## src/rtl/dp_tap_ctrl_if.sv

```systemverilog
// DR-side bus of the debug-port TAP controller: serial data and DR sequencing strobes.
// The master modport is the TAP controller; the slave is the data-register block.
interface dp_tap_ctrl_if #(
  parameter int IR_W = 4
);
  logic            dr_sdo;
  logic            sdi;
  logic [IR_W-1:0] ir_out;
  logic            clock_dr;
  logic            capture_dr;
  logic            shift_dr;
  logic            update_dr;
  logic            tlr;

  modport master (
    input  dr_sdo,
    output sdi, ir_out, clock_dr, capture_dr, shift_dr, update_dr, tlr
  );

  modport slave (
    output dr_sdo,
    input  sdi, ir_out, clock_dr, capture_dr, shift_dr, update_dr, tlr
  );
endinterface

```

## src/rtl/dp_tap_ctrl.sv

```systemverilog
// IEEE 1149.1 TAP controller oversampling tck/tms/tdi in the iclk domain.
// Optional macro DP_TAP_TRST_EN adds the asynchronous JTAG reset input trstn.
module dp_tap_ctrl #(
  parameter int              IR_W        = 4,
  parameter logic [IR_W-1:0] IR_RST      = IR_W'(1),
  parameter int              SYNC_STAGES = 2
) (
  input  logic iclk,
  input  logic iresetn,
  input  logic tck,
  input  logic tms,
  input  logic tdi,
`ifdef DP_TAP_TRST_EN
  input  logic trstn,
`endif
  output logic tdo,
  output logic tdo_en,
  dp_tap_ctrl_if.master dr
);

  typedef enum logic [3:0] {
    TLR, RTI, SEL_DR, CAP_DR, SH_DR, EX1_DR, PAUSE_DR, EX2_DR,
    UPD_DR, SEL_IR, CAP_IR, SH_IR, EX1_IR, PAUSE_IR, EX2_IR, UPD_IR
  } tap_state_e;

  tap_state_e state, next_state;

  logic [SYNC_STAGES-1:0] tck_sync, tms_sync, tdi_sync;
  logic                   tck_d;
  logic                   tck_rise, tck_fall, tms_s, sdi_s;
  logic                   soft_rst;
  logic [IR_W-1:0]        ir_shift, ir_reg;
  logic                   clock_dr_c, update_dr_c, capture_dr_c, shift_dr_c, tlr_c;

  always_ff @(posedge iclk or negedge iresetn) begin
    if (!iresetn) begin
      tck_sync <= '0;
      tms_sync <= '0;
      tdi_sync <= '0;
      tck_d    <= 1'b0;
    end else begin
      tck_sync <= {tck_sync[SYNC_STAGES-2:0], tck};
      tms_sync <= {tms_sync[SYNC_STAGES-2:0], tms};
      tdi_sync <= {tdi_sync[SYNC_STAGES-2:0], tdi};
      tck_d    <= tck_sync[SYNC_STAGES-1];
    end
  end

  assign tck_rise = tck_sync[SYNC_STAGES-1] & ~tck_d;
  assign tck_fall = ~tck_sync[SYNC_STAGES-1] & tck_d;
  assign tms_s    = tms_sync[SYNC_STAGES-1];
  assign sdi_s    = tdi_sync[SYNC_STAGES-1];

`ifdef DP_TAP_TRST_EN
  logic [SYNC_STAGES-1:0] trstn_sync;

  // Synced trstn acts as a functional reset; the synchronizers themselves keep running.
  always_ff @(posedge iclk or negedge iresetn) begin
    if (!iresetn) trstn_sync <= '0;
    else          trstn_sync <= {trstn_sync[SYNC_STAGES-2:0], trstn};
  end

  assign soft_rst = ~trstn_sync[SYNC_STAGES-1];
`else
  assign soft_rst = 1'b0;
`endif

  always_ff @(posedge iclk or negedge iresetn) begin
    if (!iresetn)      state <= TLR;
    else if (soft_rst) state <= TLR;
    else if (tck_rise) state <= next_state;
  end

  always_comb begin
    next_state = state;
    case (state)
      TLR:      next_state = tms_s ? TLR      : RTI;
      RTI:      next_state = tms_s ? SEL_DR   : RTI;
      SEL_DR:   next_state = tms_s ? SEL_IR   : CAP_DR;
      CAP_DR:   next_state = tms_s ? EX1_DR   : SH_DR;
      SH_DR:    next_state = tms_s ? EX1_DR   : SH_DR;
      EX1_DR:   next_state = tms_s ? UPD_DR   : PAUSE_DR;
      PAUSE_DR: next_state = tms_s ? EX2_DR   : PAUSE_DR;
      EX2_DR:   next_state = tms_s ? UPD_DR   : SH_DR;
      UPD_DR:   next_state = tms_s ? SEL_DR   : RTI;
      SEL_IR:   next_state = tms_s ? TLR      : CAP_IR;
      CAP_IR:   next_state = tms_s ? EX1_IR   : SH_IR;
      SH_IR:    next_state = tms_s ? EX1_IR   : SH_IR;
      EX1_IR:   next_state = tms_s ? UPD_IR   : PAUSE_IR;
      PAUSE_IR: next_state = tms_s ? EX2_IR   : PAUSE_IR;
      EX2_IR:   next_state = tms_s ? UPD_IR   : SH_IR;
      UPD_IR:   next_state = tms_s ? SEL_DR   : RTI;
      default:  next_state = TLR;
    endcase
  end

  // clock_dr looks at the state before the tck_rise transition takes effect.
  always_comb begin
    clock_dr_c   = 1'b0;
    update_dr_c  = 1'b0;
    capture_dr_c = (state == CAP_DR);
    shift_dr_c   = (state == SH_DR);
    tlr_c        = (state == TLR);
    if (!soft_rst) begin
      clock_dr_c  = tck_rise & ((state == CAP_DR) | (state == SH_DR));
      update_dr_c = tck_fall & (state == UPD_DR);
    end
  end

  always_ff @(posedge iclk or negedge iresetn) begin
    if (!iresetn)      ir_shift <= '0;
    else if (soft_rst) ir_shift <= '0;
    else if (tck_rise) begin
      if (state == CAP_IR)     ir_shift <= IR_W'(1);
      else if (state == SH_IR) ir_shift <= {sdi_s, ir_shift[IR_W-1:1]};
    end
  end

  always_ff @(posedge iclk or negedge iresetn) begin
    if (!iresetn)                          ir_reg <= IR_RST;
    else if (soft_rst || state == TLR)     ir_reg <= IR_RST;
    else if (tck_fall && state == UPD_IR)  ir_reg <= ir_shift;
  end

  always_ff @(posedge iclk or negedge iresetn) begin
    if (!iresetn) begin
      tdo    <= 1'b0;
      tdo_en <= 1'b0;
    end else if (soft_rst) begin
      tdo    <= 1'b0;
      tdo_en <= 1'b0;
    end else if (tck_fall) begin
      tdo_en <= 1'b0;
      if (state == SH_DR) begin
        tdo    <= dr.dr_sdo;
        tdo_en <= 1'b1;
      end else if (state == SH_IR) begin
        tdo    <= ir_shift[0];
        tdo_en <= 1'b1;
      end
    end
  end

  assign dr.sdi        = sdi_s;
  assign dr.ir_out     = (state == TLR) ? IR_RST : ir_reg;
  assign dr.clock_dr   = clock_dr_c;
  assign dr.update_dr  = update_dr_c;
  assign dr.capture_dr = capture_dr_c;
  assign dr.shift_dr   = shift_dr_c;
  assign dr.tlr        = tlr_c;

endmodule

```

## src/flat_wrapper.sv

```systemverilog
// flat-port wrapper written by rule: the top's interface ports become plain ports
module dp_tap_ctrl_flat 
#(
  parameter int              IR_W        = 4,
  parameter logic [IR_W-1:0] IR_RST      = IR_W'(1),
  parameter int              SYNC_STAGES = 2
)
  (iclk, iresetn, tck, tms, tdi, tdo, tdo_en, dr_dr_sdo, dr_sdi, dr_ir_out, dr_clock_dr, dr_capture_dr, dr_shift_dr, dr_update_dr, dr_tlr);
  dp_tap_ctrl_if #(.IR_W(IR_W)) dr_i ();
  input  logic iclk;
  input  logic iresetn;
  input  logic tck;
  input  logic tms;
  input  logic tdi;
  output logic tdo;
  output logic tdo_en;
  input wire logic [$bits(dr_i.dr_sdo)-1:0] dr_dr_sdo;
  output wire logic [$bits(dr_i.sdi)-1:0] dr_sdi;
  output wire logic [$bits(dr_i.ir_out)-1:0] dr_ir_out;
  output wire logic [$bits(dr_i.clock_dr)-1:0] dr_clock_dr;
  output wire logic [$bits(dr_i.capture_dr)-1:0] dr_capture_dr;
  output wire logic [$bits(dr_i.shift_dr)-1:0] dr_shift_dr;
  output wire logic [$bits(dr_i.update_dr)-1:0] dr_update_dr;
  output wire logic [$bits(dr_i.tlr)-1:0] dr_tlr;
  assign dr_i.dr_sdo = dr_dr_sdo;
  assign dr_sdi = dr_i.sdi;
  assign dr_ir_out = dr_i.ir_out;
  assign dr_clock_dr = dr_i.clock_dr;
  assign dr_capture_dr = dr_i.capture_dr;
  assign dr_shift_dr = dr_i.shift_dr;
  assign dr_update_dr = dr_i.update_dr;
  assign dr_tlr = dr_i.tlr;
  dp_tap_ctrl #(.IR_W(IR_W), .IR_RST(IR_RST), .SYNC_STAGES(SYNC_STAGES)) u_core (.iclk(iclk), .iresetn(iresetn), .tck(tck), .tms(tms), .tdi(tdi), .tdo(tdo), .tdo_en(tdo_en), .dr(dr_i));
endmodule
```

## config.mk

```make
export PLATFORM = sky130hd
export DESIGN_NAME = dp_tap_ctrl_flat
export DESIGN_NICKNAME = d
export VERILOG_FILES = /design/src/rtl/dp_tap_ctrl_if.sv /design/src/rtl/dp_tap_ctrl.sv /design/src/flat_wrapper.sv
export SDC_FILE = /design/constraint.sdc
export NUM_CORES = 1
export LEC_CHECK = 0
export ABC_AREA = 0
export CAP_MARGIN = 20
export CORE_MARGIN = 3
export CORE_UTILIZATION = 35
export CTS_CLUSTER_DIAMETER = 80
export CTS_CLUSTER_SIZE = 28
export DETAILED_ROUTE_END_ITERATION = 6
export DONT_BUFFER_PORTS = 1
export GPL_TIMING_DRIVEN = 0
export PLACE_DENSITY = 0.61
export SETUP_SLACK_MARGIN = 0.05
export SLEW_MARGIN = 10
export SYNTH_ARGS = -nofsm -noshare
export SYNTH_HDL_FRONTEND = slang
export SYNTH_SLANG_ARGS = --single-unit
```

## constraint.sdc

```tcl
create_clock -name iclk -period 1.9 [get_ports iclk]
set_input_delay 0.38 -clock iclk [delete_from_list [all_inputs] [get_ports iclk]]
set_output_delay 0.38 -clock iclk [all_outputs]
set_load 0.1 [all_outputs]
```

==> metrics.md <==
| Metric | Value |
|---|---|
| Net Sw Power | `0.001122 W` |
| Power per Cell Area | `1616 nW/um^2` |
| # nets final | `134` |
| Hold WC Path Type | `in -> reg` |
| Top cell type's share of synthesized area | `47.68%` |
| Die area | `around 3700 sq um` |
| Highest Clock Rate | `405.3 MHz` |
| Synth warn | `0` |
| Crit path max-delay family | `buffers and inverters` |
| Clk_skew | `0.009727 ns` |
| Syn Inst Count | `105` |
| Register-to-Register Setup Slack | `between 0.15 and 0.2 ns` |
| Sequential share of power | `31.7%` |
| Violated checks | `setup timing` |
| Critical Path Fanout Max | `2` |
| CTS tree | `built` |
| Syn avg cell area | `9.998 sq um` |
| # port buffers | `0` |
| Syn_nets | `111` |
| Commonest non-fill, non-tap cell in the layout | `dfrtp_1` |
| Status | `complete, but fails checks` |
| Critical path class | `reg -> out` |
| Slew at the pin closest to its max-slew limit | `around 0.93 ns` |
| Die W | `60.77 um` |
| LEAKAGE | `0.5764 nW` |
| TritonCTS buffer count | `3` |
| Final period util | `129.9%` |
| Slew headroom | `37.98%` |
| Vias per Instance | `roughly 5.6` |
| Synthesized area | `1050 sq um` |
| #FFs+latches synth | `21` |
| Hold Path Depth | `0` |
| Fin cells | `158` |
| Final setup margin | `-0.5676 ns` |
| Area Overhead vs Synth | `36.47%` |
| Placed cells | `roughly 140` |
| CTS max path bufs | `2` |
| Diode count | `0` |
| Buf+Inv Stages, Crit Path | `3` |
| Antenna violations before repair | `0` |
| Die height | `60.77 um` |
| Worst endpoint data arrival time | `roughly 2.1 ns` |
| RSZ-0062 raised after global routing | `true` |
| Root buffer cell | `clkbuf_4` |
| I/O Pins | `18` |
| Hold Path Sink | `u_core.tdi_sync[0]` |
| FF-to-FF Start | `u_core.state[2]` |
| Pre-antenna DRT Iters | `4` |
| Internal | `0.001193 W` |
| Max-cap violations | `0` |
| WL per Instance | `15.93 um` |
| Share of layout cells above drive strength 1 | `about 34%` |
| VDD IR max | `0.0006424 V` |
| Critical Path RT | `1.52 ns` |
| Via Count | `approximately 900` |
| Worst Setup SP | `u_core.state[2]` |
| GRT Total Usage | `around 16%` |
| WL final | `2517 um` |
| Startpoint Class | `flop` |
| Post-DRT Antenna Nets | `0` |
| Clock share of power | `a little under a tenth` |
| Final Hold Fails | `0` |
| H-tree depth | `1` |
| Starting Density | `37.42%` |
| Clk Latency, worst-skew pair | `between 0.3 and 0.4 ns` |
| Clock Sinks | `21` |
| Post-synthesis sequential area ratio | `50.18%` |
| DRT iter0 DRCs | `44` |
| R2R depth | `7` |
| Post-layout min period | `2.468 ns` |
| Switching share of power | `48.45%` |
| Core area | `2805 sq um` |
| DPL Wire Length | `between 1500 and 2000 um` |
| Number of remaining DRC errors | `0` |
| Crit path capture type | `output port` |
| Crit-path cells | `buf_6, inv_8, or4_4, clkinvlp_4, o21a_4` |
| Largest net degree at the start of global routing | `22` |
| Post-synth top area cell | `dfrtp_1` |
| Vias in the first global route | `919` |
| Worst hold start | `tdi` |
| Logic pwr share | `59.1%` |
| Main area contributors after synthesis | `dfrtp_1, nor2b_1, a21oi_1, mux2i_1, dfstp_2` |
| Critical-path top delay cell | `or4_4` |
| Min Hold Slack | `slightly below 0.1 ns` |
| Max incr delay on CP | `0.50 ns` |
| Row cnt | `19` |
| Reg2reg end | `u_core.ir_reg[0]` |
| Global-route wire length before repair | `4119 um` |
| Routability congestion estimate | `roughly 0.8` |
| Highest-count cells in the layout ignoring fill and taps | `dfrtp_1, buf_4, buf_6, a21oi_1` |
| GRT Residual Overflow | `0` |
| Clk slew on worst S/H paths | `0.12 ns` |
| Yosys cell types | `38` |
| Final max-slew violation count | `0` |
| Final setup fails | `9` |
[power by group through the flow]
stage | Sequential [W] | Combinational [W] | Clock (W)
2_1_floorplan | 0.000717 | 0.000763 | 0
3_3_place_gp | 0.000732 | 0.000847 | 0
3_5_place_dp | 0.000738 | 0.000955 | 0
4_1_cts | 0.000732 | 0.00131 | 0.000225
5_1_grt | 0.000742 | 0.00144 | 0.000250
6_report | 0.000734 | 0.00137 | 0.000214
[stage by stage]
| step | utilization [%] | power, W | instance area (sq um) | setup TNS (ns) | setup slack (ns) |
|---|---|---|---|---|---|
| after global placement | 41.17 | 0.001579 | 1155 | -4.697 | -0.7655 |
| after detailed placement | 42.86 | 0.001693 | 1202 | -0.8465 | -0.5814 |
| final | 51.07 | 0.002315 | 1433 | -2.819 | -0.5676 |
| after global routing | 51.07 | 0.002435 | 1433 | -3.457 | -0.6490 |
| after CTS | 50.36 | 0.002263 | 1413 | -2.392 | -0.5775 |
| after floorplan | - | 0.001480 | 1116 | -3.450 | -0.6493 |
[cell families after synthesis]
group | count (synthesis) | synth area share (%)
and+or+nand+nor | 37 | 21.22
AOI/OAI and AO/OA | 29 | 18.36
DFF | 21 | 50.18
buffers and inverters | 14 | 6.317
muxes | 4 | 3.933
[area by class of cell]
cell class / count / area (sq um)
Buffer: 7 / 52.55
Clock buffer: 4 / 26.28
Fill cell: 262 / 1373
Inverter: 7 / 42.54
Multi-Input combinational cell: 70 / 534.3
Sequential cell: 21 / 528.0
Tap cell: 31 / 38.79
Timing Repair Buffer: 18 / 210.2
[per-layer routing]
layer	vias up	global-route usage [%]	wire [um]
li1	415	-	-
met1	436	17.88	1071
met2	25	26.41	1257
met3	6	4.681	119
met4	0	8.669	69
met5	-	0	0
[timing repair]
item / CTS / global route
hold endpoints to repair: 21 / 0
gates cloned: 0 / 0
endpoints found under the setup margin: 9 / 9
hold buffers: 1 / 0
resized for setup: 17 / 3
setup buffers: 14 / 2
pin swaps: 4 / 1
[cells in the mapped netlist, drive strengths merged]
| master | n |
|---|---|
| a211o | 1 |
| nor2b | 6 |
| or3 | 1 |
| a311oi | 2 |
| a22oi | 2 |
| o22ai | 1 |
| nand2b | 4 |
| or4 | 1 |
| dfstp | 1 |
| dfrtp | 20 |
| nor2 | 7 |
| a21o | 1 |
| nor4 | 2 |
| or4b | 1 |
| o32ai | 1 |
| mux2i | 3 |
| a211oi | 1 |
| buf | 5 |
| a21oi | 7 |
| a31oi | 2 |
| o22a | 2 |
| o21ai | 5 |
| or2 | 2 |
| mux2 | 1 |
| o211ai | 2 |
| clkbuf | 2 |
| inv | 7 |
| nand3 | 3 |
| o21a | 1 |
| nand2 | 7 |
| nor3 | 3 |
| a221oi | 1 |
[worst max-delay path by stage]
stage	slack [ns]	cells past startpoint	endpoint
5_1_grt	-0.65	5	dr_clock_dr
3_3_place_gp	-0.77	5	dr_ir_out[0]
6_report	-0.57	5	dr_clock_dr
4_1_cts	-0.58	5	dr_clock_dr
2_1_floorplan	-0.65	5	dr_ir_out[0]
3_5_place_dp	-0.58	5	dr_clock_dr
(Power assumes the default switching activity.)
==> variant (same flow settings) <==
`SYNC_STAGES` is set to 2 in 2 places; all go to 4.
--- a/src/rtl/dp_tap_ctrl.sv
+++ b/src/rtl/dp_tap_ctrl.sv
@@ -3,7 +3,7 @@
 module dp_tap_ctrl #(
   parameter int              IR_W        = 4,
   parameter logic [IR_W-1:0] IR_RST      = IR_W'(1),
-  parameter int              SYNC_STAGES = 2
+  parameter int              SYNC_STAGES = 4
 ) (
   input  logic iclk,
   input  logic iresetn,
--- a/src/flat_wrapper.sv
+++ b/src/flat_wrapper.sv
@@ -3,7 +3,7 @@
 #(
   parameter int              IR_W        = 4,
   parameter logic [IR_W-1:0] IR_RST      = IR_W'(1),
-  parameter int              SYNC_STAGES = 2
+  parameter int              SYNC_STAGES = 4
 )
   (iclk, iresetn, tck, tms, tdi, tdo, tdo_en, dr_dr_sdo, dr_sdi, dr_ir_out, dr_clock_dr, dr_capture_dr, dr_shift_dr, dr_update_dr, dr_tlr);
   dp_tap_ctrl_if #(.IR_W(IR_W)) dr_i ();
Check against the original RTL: not equivalent (a bounded check fails within 4 cycles, from zero or initial values and one cycle with iresetn low).
==> variant against the unedited design <==
Area after synthesis increased by 14%. Worst hold slack worse by 26 ps. Clock skew decreased by 2.6 ps. The flow still finishes with violations (setup timing). Combinational power increased by 7%. Largest power group unchanged. Core utilization rose by 1.9 points. Total power increased by 10%. Sequential share of layout area increased by 3.6 points. Sequential cell count rose by 6. Worst setup slack lost 2.0 ps. Highest routed layer is now met3. Wire length shrank 3.1%. Final area up 17%.
==> variant: results (changes against the unedited design) <==
status finished, violations left (unchanged); failing checks setup timing (unchanged); CP max FO 6 (was 2); hpwl dp 1550 um (was 1610 um); setup TNS -2370 ps (was -2820 ps); IO Port Bufs 0 (unchanged); RePlAce Congestion 0.782 (was 0.802); hold path endpoint u_core.tdi_sync[0] (unchanged); setup slack, reg-to-reg ~200 ps; hold crit path type primary input to register (unchanged); global-route wire length before repair 4210 um (was 4120 um); FILL cells 285 (was 262); most frequent cells after synthesis 26 x dfrtp_1, 7 x a21oi_1, 7 x nand2_1, 7 x nor2_1 (was 20 x dfrtp_1, 7 x a21oi_1, 7 x nand2_1, 7 x nor2_1); Setup WS post-layout -570 ps (was -568 ps); register area share after synthesis 0.564 (was 0.502); 1st-iter DRT viols 33 (was 44); nets 149 (was 134); Clock transition at path regs 150 ps (was 120 ps); share of cells above drive strength 1 0.380 (was 0.339); R2R cell count 8 (was 7); DP Cell Count 158 (was 139); drt pass-1 iters 4 (unchanged); Finished Layout Cells 186 (was 158); Hold Path Depth 0 (unchanged); Root Driver clkbuf_4 (unchanged); Peak VDD IR 0.636 mV (was 0.642 mV); largest net degree at the start of global routing 28 (was 22); Antenna diodes 0 (unchanged); largest cells by area after synthesis dfrtp_1 54%, nor2b_1 3.1%, a21oi_1 2.9% (was dfrtp_1 48%, nor2b_1 3.6%, a21oi_1 3.3%); routed vias/inst 4.97 (was 5.58); reg2reg end u_core.ir_shift[0] (was u_core.ir_reg[0]); Final Skew 7.17 ps (was 9.73 ps); Lkg Pwr 0.696 nW (was 0.576 nW); asr flop ratio synth 1.00 (unchanged); Synth Area per Inst 10.8 sq um (was 10.0 sq um); r2r startpoint u_core.state[2] (unchanged); vias in the first global route 910 (was 919); syn nets 117 (was 111); GRT Resource Usage Total 0.127 (was 0.158); worst slew pin tran 904 ps (was 927 ps); drt total wl 2440 um (was 2520 um); count of final setup violators 9 (unchanged); Inserted Clock Buffers 3 (unchanged)
==> variant: cell count changes after synthesis <==
cell,unedited run,this run
dfrtp_1,20,26
==> variant: what timing repair did <==
item | in CTS | in global routing
pin swaps | 6 | 4
endpoints found under the setup margin | 9 | 9
hold buffers | 2 | 0
buffers inserted | 14 | 9
resized for setup | 17 | 4
endpoints found under the hold margin | 27 | 0
==> variant: critical path, cell delays in order, from the launching register on <==
cell and delay, ps:
dfrtp_1 420, buf_6 140, or4_4 440, clkinvlp_4 370
o21a_4 380
==> variant: power by group <==
part / internal, mW / switching, mW
Combinational: 0.667 / 0.791
Clock: 0.0804 / 0.168
Sequential: 0.652 / 0.198
==> variant: cell type report <==
cell class	count	area share
clock inverter	1	0.00449
buffer	7	0.0404
clock buffer	3	0.0135
inverter	7	0.0254
timing repair buffer	27	0.158
sequential	27	0.405
tap	44	0.0329
multi-input combinational	70	0.320
==> variant: kinds of logic (layout without fill, tap and decap cells) <==
group | Yosys count | in the layout | share of synthesized area
buffers and inverters | 14 | 45 | 0.0553
AOI/OAI and AO/OA | 29 | 29 | 0.161
DFF | 27 | 27 | 0.564
muxes | 4 | 4 | 0.0344
and+or+nand+nor | 37 | 37 | 0.186
==> variant: metrics by stage <==
stage	hold WS (ps)	instance area (sq um)	setup WS, ps
after floorplan	84.4	1270	-649
after global placement	85.2	1320	-765
after detailed placement	85.3	1380	-570
after CTS	49.6	1600	-587
after global routing	32.0	1670	-636
final	71.1	1670	-570
==> variant: how the worst max path moves through the flow <==
stage | start | end | slack [ps] | depth (start not counted)
2_1_floorplan | u_core.state[2] | dr_ir_out[0] | -650 | 5
3_3_place_gp | u_core.state[2] | dr_ir_out[0] | -770 | 5
3_5_place_dp | u_core.state[2] | dr_clock_dr | -570 | 5
4_1_cts | u_core.state[2] | dr_clock_dr | -590 | 5
5_1_grt | u_core.state[2] | dr_clock_dr | -640 | 5
6_report | u_core.state[3] | dr_clock_dr | -570 | 4
==> variant: routing by layer <==
metal  part of all wire  track usage  vias up
met5                  0            0        -
met4                  0       0.0185        0
met3              0.048       0.0381        0
met2               0.49        0.216       18
met1               0.46        0.164      453
li1                   -            -      454
